[src/rtl/uart_rx.sv]
// uart_rx: 8N1 UART receiver with valid/ready byte output, frame/overrun pulses and stretched activity LED
module uart_rx #(
    parameter int CLKS_PER_BIT = 417,
    parameter int ACT_CLKS = 2400000
) (
    input  logic       ref_clk,
    input  logic       reset_inv,
    input  logic       io_0,
    output logic [7:0] rx_data,
    output logic       rx_valid,
    input  logic       rx_ready,
    output logic       frame_err,
    output logic       overrun,
    output logic       led_act
);
    localparam int HALF = CLKS_PER_BIT / 2;
    localparam int CW = $clog2(CLKS_PER_BIT);
    localparam int AW = $clog2(ACT_CLKS);
    typedef enum logic [2:0] {IDLE, START, DATA, STOP, BREAK} state_t;
    state_t state;
    logic s1, rx_s;
    logic [CW-1:0] cnt;
    logic [2:0] bit_idx;
    logic [7:0] shift;
    logic [AW-1:0] act_cnt;
    logic bit_end;
    assign bit_end = cnt == CW'(CLKS_PER_BIT - 1);
    assign led_act = rx_s && (act_cnt == '0);
    always_ff @(posedge ref_clk or negedge reset_inv) begin
        if (!reset_inv) begin
            s1 <= 1'b1;
            rx_s <= 1'b1;
            state <= IDLE;
            cnt <= '0;
            bit_idx <= '0;
            shift <= '0;
            act_cnt <= '0;
            rx_data <= '0;
            rx_valid <= 1'b0;
            frame_err <= 1'b0;
            overrun <= 1'b0;
        end else begin
            {rx_s, s1} <= {s1, io_0};
            frame_err <= 1'b0;
            overrun <= 1'b0;
            if (rx_valid && rx_ready) rx_valid <= 1'b0;
            if (act_cnt != '0) act_cnt <= act_cnt - 1'b1;
            case (state)
                IDLE: if (!rx_s) begin
                    state <= START;
                    cnt <= '0;
                end
                START: if (cnt == CW'(HALF - 1)) begin
                    cnt <= '0;
                    bit_idx <= '0;
                    if (rx_s) state <= IDLE;
                    else begin
                        state <= DATA;
                        act_cnt <= AW'(ACT_CLKS - 1);
                    end
                end else cnt <= cnt + 1'b1;
                DATA: if (bit_end) begin
                    cnt <= '0;
                    shift[bit_idx] <= rx_s;
                    bit_idx <= bit_idx + 3'd1;
                    if (bit_idx == 3'd7) state <= STOP;
                end else cnt <= cnt + 1'b1;
                STOP: if (bit_end) begin
                    cnt <= '0;
                    if (rx_s) begin
                        state <= IDLE;
                        // a delivery coinciding with acceptance overrides the handshake clear above
                        if (!rx_valid || rx_ready) begin
                            rx_data <= shift;
                            rx_valid <= 1'b1;
                        end else overrun <= 1'b1;
                    end else begin
                        frame_err <= 1'b1;
                        state <= BREAK;
                    end
                end else cnt <= cnt + 1'b1;
                BREAK: if (rx_s) state <= IDLE;
                default: state <= IDLE;
            endcase
        end
    end
endmodule

[config.mk]
export PLATFORM = sky130hd
export DESIGN_NAME = uart_rx
export DESIGN_NICKNAME = d
export VERILOG_FILES = /design/src/rtl/uart_rx.sv
export SDC_FILE = /design/constraint.sdc
export NUM_CORES = 1
export LEC_CHECK = 0
export ABC_AREA = 1
export BUFFER_PORTS_ARGS = -buffer_cell sky130_fd_sc_hd__buf_2
export CORE_MARGIN = 1
export CORE_UTILIZATION = 40
export DETAILED_ROUTE_END_ITERATION = 12
export PLACE_DENSITY = 0.58
export SLEW_MARGIN = 20
export SYNTH_ARGS = -nofsm -noshare
export SYNTH_HDL_FRONTEND = slang
export SYNTH_SLANG_ARGS = --single-unit
[constraint.sdc]
create_clock -name ref_clk -period 1.5 [get_ports ref_clk]
set_input_delay 0.075 -clock ref_clk [delete_from_list [all_inputs] [get_ports ref_clk]]
set_output_delay 0.075 -clock ref_clk [all_outputs]
set_load 0.02 [all_outputs]
==> run summary, run 1 <==
For the total global-route track usage, the log shows 0.1913. Counting every net in the synthesized netlist gives 429. The die footprint is 8587 µm². Remaining design rule violation count: 0. The final cycle utilization of the critical path came out at 1.110.

The startpoint identified for the worst register-to-register timing path is cnt[1]. The floorplan row count was 32; the mean instance size in the synthesized netlist was 7.829 µm². The tools report the worst hold slack after final layout as 0.1679 ns.

16 I/O pins were placed. The run finished, with violations left. The detailed-route vias per instance is 4.829, and the maximum clock frequency is 600.5 MHz.

The first global-routing pass estimated 12.98 mm of wire. The leakage power total is 2.455 nW. In this run the clock root is driven by a sky130_fd_sc_hd__clkbuf_8. Type of the tightest min-delay check: in2reg. The total power density per cell area is 708.9 nW/µm², and the routed via count is 3,013. The clock period minus final worst setup slack came out at 1.665 ns. Synthesis produced 420 cells. The tools report the count of placed standard cells in the final layout, fillers left out as 624. For the detailed-router iteration count before antenna repair, the log shows 4. The run gives 0.01070 ns as the final worst clock skew.

The type of element capturing the critical path is an output port. Entering global routing, the biggest net connects 25 pins. For the area of the mapped netlist, the log shows 3288 µm². Counting along the longest clock path gives a buffer depth of 2.

The async set or reset register ratio after synthesis works out to 1.000. Relative to the synthesized area, the layout overhead comes to 40.53%. In the layout the commonest cells are sky130_fd_sc_hd__nand2_1 (82), sky130_fd_sc_hd__buf_4 (61), sky130_fd_sc_hd__dfrtp_1 (56), sky130_fd_sc_hd__nor2_1 (49), sky130_fd_sc_hd__inv_1 (43). At the later pin of the worst-skew pair, clock insertion delay measures 0.34 ns. Number of global-route vias before repair: 2,816.

Setup repair after global routing could not meet its margin everywhere. At the worst endpoint, the required time is 1.42 ns. The final hold violation count is 0.

The share of final-layout standard cells stronger than drive strength 1 was 0.4061; the total CTS buffers was 9. IR analysis of the VDD net gives a maximum drop of 0.0004388 V. Data on the critical path arrives at its endpoint at 1.59 ns. Most used flip-flop cell after synthesis: sky130_fd_sc_hd__dfrtp_1. Leaving out fill and tap cells, the most frequent cell in the layout is sky130_fd_sc_hd__nand2_1. Clock tree synthesis found a total of 58 sinks. After detailed routing, the average wire length per cell comes to 13.33 µm. At the pin with the least slew margin, the transition time is 0.4720 ns. The minimum setup slack in the final design was -0.1652 ns; the number of placed cells counting well taps was 583. The tools report the count of maximum capacitance violations as 0. TritonCTS built the clock tree.

In this run the remaining antenna-violating nets after routing total 0. After clock tree synthesis, the clock-pin slew on the worst setup and hold paths is 0.07 ns. The worst hold path begins at rx_ready. Setup violations remaining at the end of the flow were counted as 22. Height of the chip: 92.67 µm. The core utilization of the finished layout was 0.5888.

The sum of overflow across all layers after global routing was 0. The number of antenna violations at the first check in global routing is 0, and the total of fill cells in the finished design is 713. The final layout contains 526 nets.

The number of synthesized register bits came out at 58. The number of pins exceeding their max-slew limit in the final report is 0. The congestion estimate from routability-driven global placement came to 0.8489. The worst setup path is launched from a flip-flop.

The H-tree generated during clock tree synthesis spans 3 levels. The core region is 7848 µm². The multi-input combinational cells in the finished layout cover a total of 1863 µm².

After the first detailed-routing iteration, the DRC count stood at 116. 0 antenna diodes ended up in the layout. The critical path is of the reg2out type.

Synthesis instantiated 37 different standard cells from the library. The die is 92.67 µm wide. For the worst slew margin relative to its limit, the log shows 0.6854. The post-detailed-routing wire length is 8.321 mm, and the final HPWL from detailed placement is 5.396 mm. The run gives 1454 µm² as the total area of sequential cells.

Tracing the worst setup path back leads to its startpoint at act_cnt[1]. Input and output buffers added on the ports amount to 15. The synthesized design contains 0 enable-type register cells. The run gives 0.4422 as the sequential area share after synthesis. Effective utilization at floorplan: 0.4190. The checks that failed: setup timing. The setup TNS came out at -1.269 ns.

Yosys printed 0 warnings. The highest fanout seen on the critical path came out at 3. Prior to clock tree synthesis, the placed netlist has a worst setup slack of -0.05179 ns.
-- path summary, 6_finish.rpt --
kind	endpoint	depth (start not counted)	slack [ns]
worst max register to register	act_cnt[4]	6	-0.09
worst min-delay path	overrun	4	0.17
worst min register to register	rx_s	0	0.36
min in group asynchronous	act_cnt[13]	2	0.22
worst max-delay path	led_act	8	-0.17
max in group asynchronous	rx_s	3	0.71
-- state kept, by name, indices dropped and copies added, names as in the netlist --
signal and flops:
act_cnt 22, bit_idx 3, cnt 9, frame_err 1, overrun 1, rx_data 8
rx_s 1, rx_valid 1, s1 1, shift 8, state 3
-- power breakdown --
group          leakage (nW)  switching [W]  internal (W)
Combinational          1.56      0.0000530     0.0000298
Clock                 0.105       0.000691      0.000932
Sequential            0.789     0.00000250       0.00157
-- synthesized netlist by cell type, types with 6 or more instances --
master,count,area [µm²]
sky130_fd_sc_hd__o21ai_2,8,70.07
sky130_fd_sc_hd__o21ai_0,10,50.05
sky130_fd_sc_hd__dfrtp_1,56,1401
sky130_fd_sc_hd__nand3_1,37,185.2
sky130_fd_sc_hd__nor2_1,65,244.0
sky130_fd_sc_hd__xor2_1,8,70.07
sky130_fd_sc_hd__inv_1,49,183.9
sky130_fd_sc_hd__nand4_1,17,106.4
sky130_fd_sc_hd__nor2_2,6,37.54
sky130_fd_sc_hd__nand2_1,112,420.4
-- worst max-delay path, stage by stage (launching register included) --
cell	delay, ns
sky130_fd_sc_hd__dfrtp_1	0.39
sky130_fd_sc_hd__inv_2	0.08
sky130_fd_sc_hd__ha_4	0.15
sky130_fd_sc_hd__nand2_4	0.06
sky130_fd_sc_hd__nor2_4	0.15
sky130_fd_sc_hd__nand3_4	0.10
sky130_fd_sc_hd__buf_6	0.13
sky130_fd_sc_hd__nor2_4	0.08
sky130_fd_sc_hd__buf_6	0.12
-- layer usage --
layer	up-vias	share of wire	global-route usage
li1	1533	-	-
met1	1439	0.49	0.2745
met2	35	0.47	0.2907
met3	6	0.029	0.03120
met4	0	0.0094	0.06795
met5	-	0	0
-- timing repair --
item,4_1_cts,5_1_grt
resized for setup,22,76
setup endpoints to repair,18,53
buffers inserted,9,12
cloned,1,2
endpoints found under the hold margin,15,0
pin swaps,8,33
hold buffers,2,0
-- per-stage QoR --
stage	cell area (µm²)	total power, W
final	4621	0.003276
after global routing	4621	0.003388
after CTS	4259	0.003301
after detailed placement	3881	0.001673
after global placement	3881	0.001672
after floorplan	3308	0.001614
-- layout make-up --
cell class              count  share of cell area
clock buffers               9             0.02681
clock inverters             7             0.02031
inverters                  56             0.04603
multi-input cells         301              0.4032
flip-flops and latches     58              0.3146
well taps                 102             0.02762
repair buffers             91              0.1614
-- cell families (layout without fill, tap and decap cells) --
family                     Yosys count  after routing  synth area share
adders and majority gates            5              5           0.01903
DFF                                 58             58            0.4422
xor gates and xnor gates             9              9           0.02397
buffers and inverters               63            163           0.08447
AOI/OAI and AO/OA                   26             26           0.05670
and+or+nand+nor                    259            261            0.3737
No activity file was read; power rests on OpenSTA's default activity.
==> run 2, diff against run 1 <==
--- a/config.mk
+++ b/config.mk
@@ -9,8 +9,10 @@
 export BUFFER_PORTS_ARGS = -buffer_cell sky130_fd_sc_hd__buf_2
 export CORE_MARGIN = 1
 export CORE_UTILIZATION = 40
+export CTS_CLUSTER_SIZE = 40
 export DETAILED_ROUTE_END_ITERATION = 12
 export PLACE_DENSITY = 0.58
+export SKIP_LAST_GASP = 1
 export SLEW_MARGIN = 20
 export SYNTH_ARGS = -nofsm -noshare
 export SYNTH_HDL_FRONTEND = slang
==> run summary, run 2 (synthesis results as in run 1) <==
The run finished, with violations left. The checks that failed: setup timing. At the pin with the least slew margin, the transition time is 0.4690 ns. Stage delay of the slowest cell on the critical path: 0.39 ns.

In the final routed layout, each cell accounts on average for 13.27 µm. For hold timing, the worst endpoint is overrun. The tightest min-delay check is of the in2reg type. Clock tree synthesis selected as its root buffer the cell sky130_fd_sc_hd__clkbuf_8. The maximum clock path buffer count was 2.

Worst-case reg-to-reg path depth: 6. The count of cells along the worst hold path came out at 4. The run gives 3 as the level count of the clock H-tree. The critical path goes through inv_2 -> ha_4 -> nand2_4 -> nor2_4 -> nand3_4 -> buf_6 -> nor2_4 -> buf_6. The width of the die works out to 92.67 µm. The register with the most flip-flops in the layout has 22 of them.

Gate family responsible for the most delay along the worst path: flip-flops. The logs give 0 for the final hold violation count and 526 for the layout net count. For the pre-CTS worst setup slack, the log shows -0.05179 ns. Total global-route track usage: 0.1914.

The startpoint identified for the worst hold timing path is rx_ready. The tools report the iteration-0 DRC count of the detailed router as 121. For the diode insertion count for antenna repair, the log shows 0. Number of antenna violations at the first check in global routing: 0. The run gives 2,817 as the number of global-route vias before repair. In the layout the commonest cells are sky130_fd_sc_hd__nand2_1 (85), sky130_fd_sc_hd__buf_4 (62), sky130_fd_sc_hd__dfrtp_1 (56), sky130_fd_sc_hd__nor2_1 (45), sky130_fd_sc_hd__inv_1 (43).

For this block, the via count after detailed routing is 3,043. Along the worst path, the maximum fanout reaches 3. The setup check on the worst reg-to-reg path leaves a slack of -0.10 ns. The number of sinks driven by the clock tree came out at 58. The detailed-route vias per instance was 4.877; the height of the chip was 92.67 µm. In this run, CTS created clock tree buffers numbering 9. Summing internal, switching and leakage power gives 0.003275 W.

The pin count of the biggest net entering global routing is 25, and the total buffers and inverters traversed by the critical path is 3. The slowest stage of the critical path is the sky130_fd_sc_hd__dfrtp_1 cell. The logs give 0 for the sum of overflow across all layers after global routing and -0.1549 ns for the minimum setup slack in the final design. The core utilization of the finished layout is 0.5886, and the core area is 7848 µm².

The first global-routing pass estimated 12.99 mm of wire. In this run the critical register-to-register path is captured at act_cnt[2]. Data on the critical path arrives at its endpoint at 1.58 ns.

The final HPWL from detailed placement was 5.396 mm; the leakage power total was 2.458 nW. The final cycle utilization of the critical path came out at 1.103. The maximum clock frequency was 604.3 MHz; the worst slew margin relative to its limit was 0.6873.

For the floorplan row count, the log shows 32. From synthesis to final layout, the design area changed by 40.49%. The top register by number of flip-flops is act_cnt.

Before antenna repair, the detailed router went through 4 iterations. Summing all non-filler instances in the final layout gives an area of 4619 µm². In this run the count of I/O pins placed on the die edge is 16.

The clock arrives with 0.01168 ns of skew. The share of final-layout standard cells stronger than drive strength 1 came out at 0.4080. In the final layout, the registers with the most flip-flops are act_cnt: 22 flops, cnt: 9 flops.

The leading cell type in the layout, fill and taps excluded is sky130_fd_sc_hd__nand2_1. The placer's final routability congestion estimate is 0.8489. Counting the fill cells in the layout gives 714. The run gives 0.34 ns as the clock latency of the later-clocked register in the worst-skew pair. In the routed design, unresolved DRC markers number 0. The count of nets left with antenna violations once routing finished came out at 0.

The category of the worst setup path launch point is a flip-flop. STA classifies the critical path endpoint as an output port. Across the run, the number of max-cap violations was 0. The tools report the critical register-to-register path startpoint as cnt[1]. The count of cell instances traversed by the critical path works out to 8. TritonCTS built the clock tree. The logs give 8587 µm² for the die footprint and 0.4190 for the effective utilization at floorplan.

IR analysis of the VDD net gives a maximum drop of 0.0004397 V. The total power density per cell area works out to 708.9 nW/µm². After clock tree synthesis, the clock-pin slew on the worst setup and hold paths is 0.07 ns. For the instance area after placement, the log shows 3881 µm². Setup violations remaining at the end of the flow were counted as 33. The routed design has 8.282 mm of wire.

The category of the most critical setup path was reg2out. Clock period minus final worst setup slack: 1.655 ns. For the worst setup path, the data required time is 1.42 ns. Setup repair after global routing could not meet its margin everywhere.

The count of buffers added on input and output ports is 15. The number of pins exceeding their max-slew limit in the final report came out at 0.
[run 2: cell count changes in the layout (fill, tap and decap cells not counted), moves of 2 or more]
cell,previous run,this run
sky130_fd_sc_hd__nand2_1,82,85
sky130_fd_sc_hd__nand2_2,25,23
sky130_fd_sc_hd__nor2_1,49,45
sky130_fd_sc_hd__nor2_2,14,17
[run 2: repair_timing]
action,4_1_cts,5_1_grt
setup endpoints to repair,18,53
hold buffers,2,0
setup buffers,9,12
pin swaps,6,33
resized for setup,19,78
gates cloned,1,2
endpoints found under the hold margin,15,0
[run 2: per-stage QoR]
stage / TNS (ns) / std cells / hold WS, ns
6_report: -1.823 / 624 / 0.1642
5_1_grt: -6.071 / 624 / 0.2124
4_1_cts: -0.6123 / 611 / 0.1615
3_5_place_dp: -0.3906 / 583 / 0.04824
3_3_place_gp: -0.002948 / 583 / 0.04847
2_1_floorplan: 0 / 420 / -0.2206
[run 2: area by class of cell]
cell class              instances  area [µm²]  area share
inverters                      56       212.7     0.04605
well taps                     102       127.6     0.02763
repair buffers                 91       742.0      0.1606
flip-flops and latches         58        1454      0.3147
clock buffers                   9       123.9     0.02681
clock inverters                 7       93.84     0.02031
multi-input cells             301        1866      0.4038
[run 2: power by group]
part	switching [W]	internal, W	leakage, nW
clock	0.000694	0.000932	0.105
sequential	0.00000566	0.00157	0.789
combinational	0.0000490	0.0000263	1.56
[run 2: worst max path at each step]
stage,end,slack (ns),from
detailed placement,rx_data[0],-0.05,cnt[1]
global placement,bit_idx[0],-0.003,cnt[1]
finish,led_act,-0.15,act_cnt[1]
floorplan,act_cnt[1],0.02,act_cnt[0]
CTS,led_act,-0.15,act_cnt[1]
global route,led_act,-0.21,act_cnt[1]
[run 2: metal layers]
metal  GRT usage  vias up  part of all wire  routed length, µm
met5           0        -                 0                  0
met4     0.06795        0             0.012                101
met3     0.03120        9             0.030                249
met2      0.2907       42              0.46               3823
met1      0.2750     1460              0.50               4107
li1            -     1532                 -                  -
[run 2: tightest hold or removal path: stages]
cell and delay [ns]:
sky130_fd_sc_hd__buf_2 0.07, sky130_fd_sc_hd__inv_1 0.03, sky130_fd_sc_hd__nand2_1 0.21, sky130_fd_sc_hd__nor2_1 0.08
==> run 3, diff against run 2 <==
--- a/config.mk
+++ b/config.mk
@@ -12,6 +12,7 @@
 export CTS_CLUSTER_SIZE = 40
 export DETAILED_ROUTE_END_ITERATION = 12
 export PLACE_DENSITY = 0.58
+export SKIP_CTS_REPAIR_TIMING = 1
 export SKIP_LAST_GASP = 1
 export SLEW_MARGIN = 20
 export SYNTH_ARGS = -nofsm -noshare
==> run summary, run 3 (synthesis results as in run 1) <==
The flow ran to the end, but the final reports show violations. The final reports fail on setup timing. The type of the tightest min-delay check is in2reg. For the detailed-router iteration count before antenna repair, the log shows 4. The total buffers and inverters traversed by the critical path works out to 2. After detailed routing, the average wire length per cell comes to 13.58 µm. The tools report the number of pins exceeding their max-slew limit in the final report as 0. STA puts the critical path data required time at 1.42 ns. Setup repair after global routing could not meet its margin everywhere. The type of element capturing the critical path is an output port. The most critical setup path has its startpoint at act_cnt[4]. The logs give -0.1677 ns for the minimum setup slack in the final design and 0 for the number of routed nets with antenna violations.

After the last flow step, the layout net total stands at 523. The pin count of the biggest net entering global routing was 25. Gate family responsible for the most delay along the worst path: simple AND/OR/NAND/NOR gates.

Total of fill cells in the finished design: 712. Traced cell by cell, the critical path runs through nor2_2 -> nand2_2 -> nor2_4 -> nand3_4 -> buf_6 -> nor2_4 -> buf_6. Across all hold checks on the routed design, the worst slack comes to 0.1678 ns. The level count of the clock H-tree was 3. The floorplan step set the die width to 92.67 µm. The worst setup path is of the reg2out kind. Clock latency on the worst-skew pair, taken at its later pin, is 0.33 ns.

Clock-pin slew was measured on the worst setup and hold paths at 0.07 ns. In the layout the commonest cells are sky130_fd_sc_hd__nand2_1 (82), sky130_fd_sc_hd__buf_4 (57), sky130_fd_sc_hd__dfrtp_1 (55), sky130_fd_sc_hd__inv_1 (43), sky130_fd_sc_hd__nor2_1 (42). The largest single stage delay on the critical path is 0.43 ns. The die footprint came out at 8587 µm². The leading cell type in the layout, fill and taps excluded was sky130_fd_sc_hd__nand2_1.

The count of final setup violators came out at 31. Ranked by flip-flop count, first place goes to act_cnt. The core region is 7848 µm². In this run the most critical hold path is launched from rx_ready. The logs give 0 for the number of antenna violations at the first check in global routing and 2 for the maximum clock path buffer count.

At the end of routability-driven placement, the weighted congestion stood at 0.8489. Among all stages on the critical path, the largest delay is contributed by sky130_fd_sc_hd__dfrtp_1. Summed over all nets, the half-perimeter wirelength after detailed placement is 5.396 mm. The floorplan step set the die height to 92.67 µm.

Setup TNS: -1.285 ns. The tools report the critical register-to-register path startpoint as cnt[1]. The number of clock buffers added by TritonCTS is 9. The tools report the iteration-0 DRC count of the detailed router as 170. The count of placed standard cells in the final layout, fillers left out is 621. For the pin with the worst max-slew slack, the measured transition is 0.4632 ns.

Sum of overflow across all layers after global routing: 0. The post-detailed-routing wire length was 8.431 mm. Derived from the worst setup path, the maximum achievable clock frequency is 599.6 MHz. Buffers placed on the I/O ports in this run total 15. The finished cells cover 4646 µm². Compared with the post-synthesis result, the final layout area differs by 41.29%. The clock period minus final worst setup slack works out to 1.668 ns. Number of global-route vias before repair: 2,765.

At the placement stage, the worst setup path has a slack of -0.05179 ns. Clock skew on the completed layout was measured at 0.009926 ns. Across the whole layout, storage elements account for 1455 µm². Max-cap violations in this run came to 0. The largest registers in the layout are act_cnt: 22 flops, cnt: 9 flops. Once placement completed, the tool counted placed cells totaling 583. In the final layout, the multi-input gates occupy 1906 µm². The worst setup path is launched from a flip-flop.

Dividing total power by cell area gives a power density of 702.8 nW/µm². Leakage power total: 2.471 nW. The worst endpoint data arrival time is 1.59 ns. The effective utilization at floorplan came out at 0.4190. Total global-route track usage: 0.1844. After detailed placement, the total cell area comes to 3881 µm². TritonCTS built the clock tree. The worst vdd rail ir drop was 0.0004213 V; the diode insertion count for antenna repair was 0. The final hold violation count came out at 0. Share of final-layout standard cells stronger than drive strength 1: 0.4200. The highest fanout seen on the critical path is 6.

The remaining design rule violation count is 0. The register with the most flip-flops in the layout has 22 of them. Worst slew margin relative to its limit: 0.6912.

For the number of sinks driven by the clock tree, the log shows 58. The floorplan row count came out at 32. The routed via count was 3,074. The tree is rooted in a sky130_fd_sc_hd__clkbuf_8. The final cycle utilization of the critical path was 1.112. The detailed-route vias per instance works out to 4.950. The tools report the first-pass GRT wire length as 12.58 mm. For the I/O pin count, the log shows 16.
[run 3: changes by cell type in the layout (fill, tap and decap cells not counted), moves of 2 or more]
cell,before,now
sky130_fd_sc_hd__buf_4,62,57
sky130_fd_sc_hd__nand2_1,85,82
sky130_fd_sc_hd__nor2_1,45,42
sky130_fd_sc_hd__nor2_4,14,17
sky130_fd_sc_hd__buf_6,9,11
sky130_fd_sc_hd__nand2_2,23,25
[run 3: final timing paths]
| check | cells past startpoint | slack (ns) | to |
|---|---|---|---|
| setup / recovery | 7 | -0.17 | led_act |
| hold / removal | 4 | 0.17 | overrun |
| setup reg to reg | 6 | -0.08 | act_cnt[2] |
| hold reg to reg | 0 | 0.36 | rx_s |
| max in group asynchronous | 3 | 0.72 | rx_s |
| min in group asynchronous | 2 | 0.22 | act_cnt[13] |
[run 3: cell type report]
cell class	instances	share of cell area
multi-input cells	301	0.4102
flip-flops and latches	58	0.3132
repair buffers	88	0.1565
inverters	56	0.04579
well taps	102	0.02747
clock buffers	9	0.02666
clock inverters	7	0.02020
[run 3: power breakdown]
part	leakage (nW)	internal [W]	switching, W
clock network	0.105	0.000932	0.000685
registers	0.787	0.00157	0.00000554
logic	1.58	0.0000263	0.0000484
[run 3: per-layer routing]
| layer | vias up | part of all wire | track usage |
|---|---|---|---|
| met4 | 0 | 0.0089 | 0.06795 |
| met2 | 48 | 0.48 | 0.2796 |
| met3 | 8 | 0.034 | 0.03120 |
| li1 | 1529 | - | - |
| met1 | 1489 | 0.48 | 0.2635 |
| met5 | - | 0 | 0 |
[run 3: metrics by stage]
step	total power [W]	util
after floorplan	0.001614	-
after global placement	0.001672	0.4946
after detailed placement	0.001673	0.4946
after CTS	0.003295	0.5223
after global routing	0.003384	0.5920
final	0.003265	0.5920
[run 3: worst min-delay path, cell delays in order]
cell	delay, ns
sky130_fd_sc_hd__buf_2	0.07
sky130_fd_sc_hd__inv_1	0.03
sky130_fd_sc_hd__nand2_1	0.21
sky130_fd_sc_hd__nor2_1	0.08
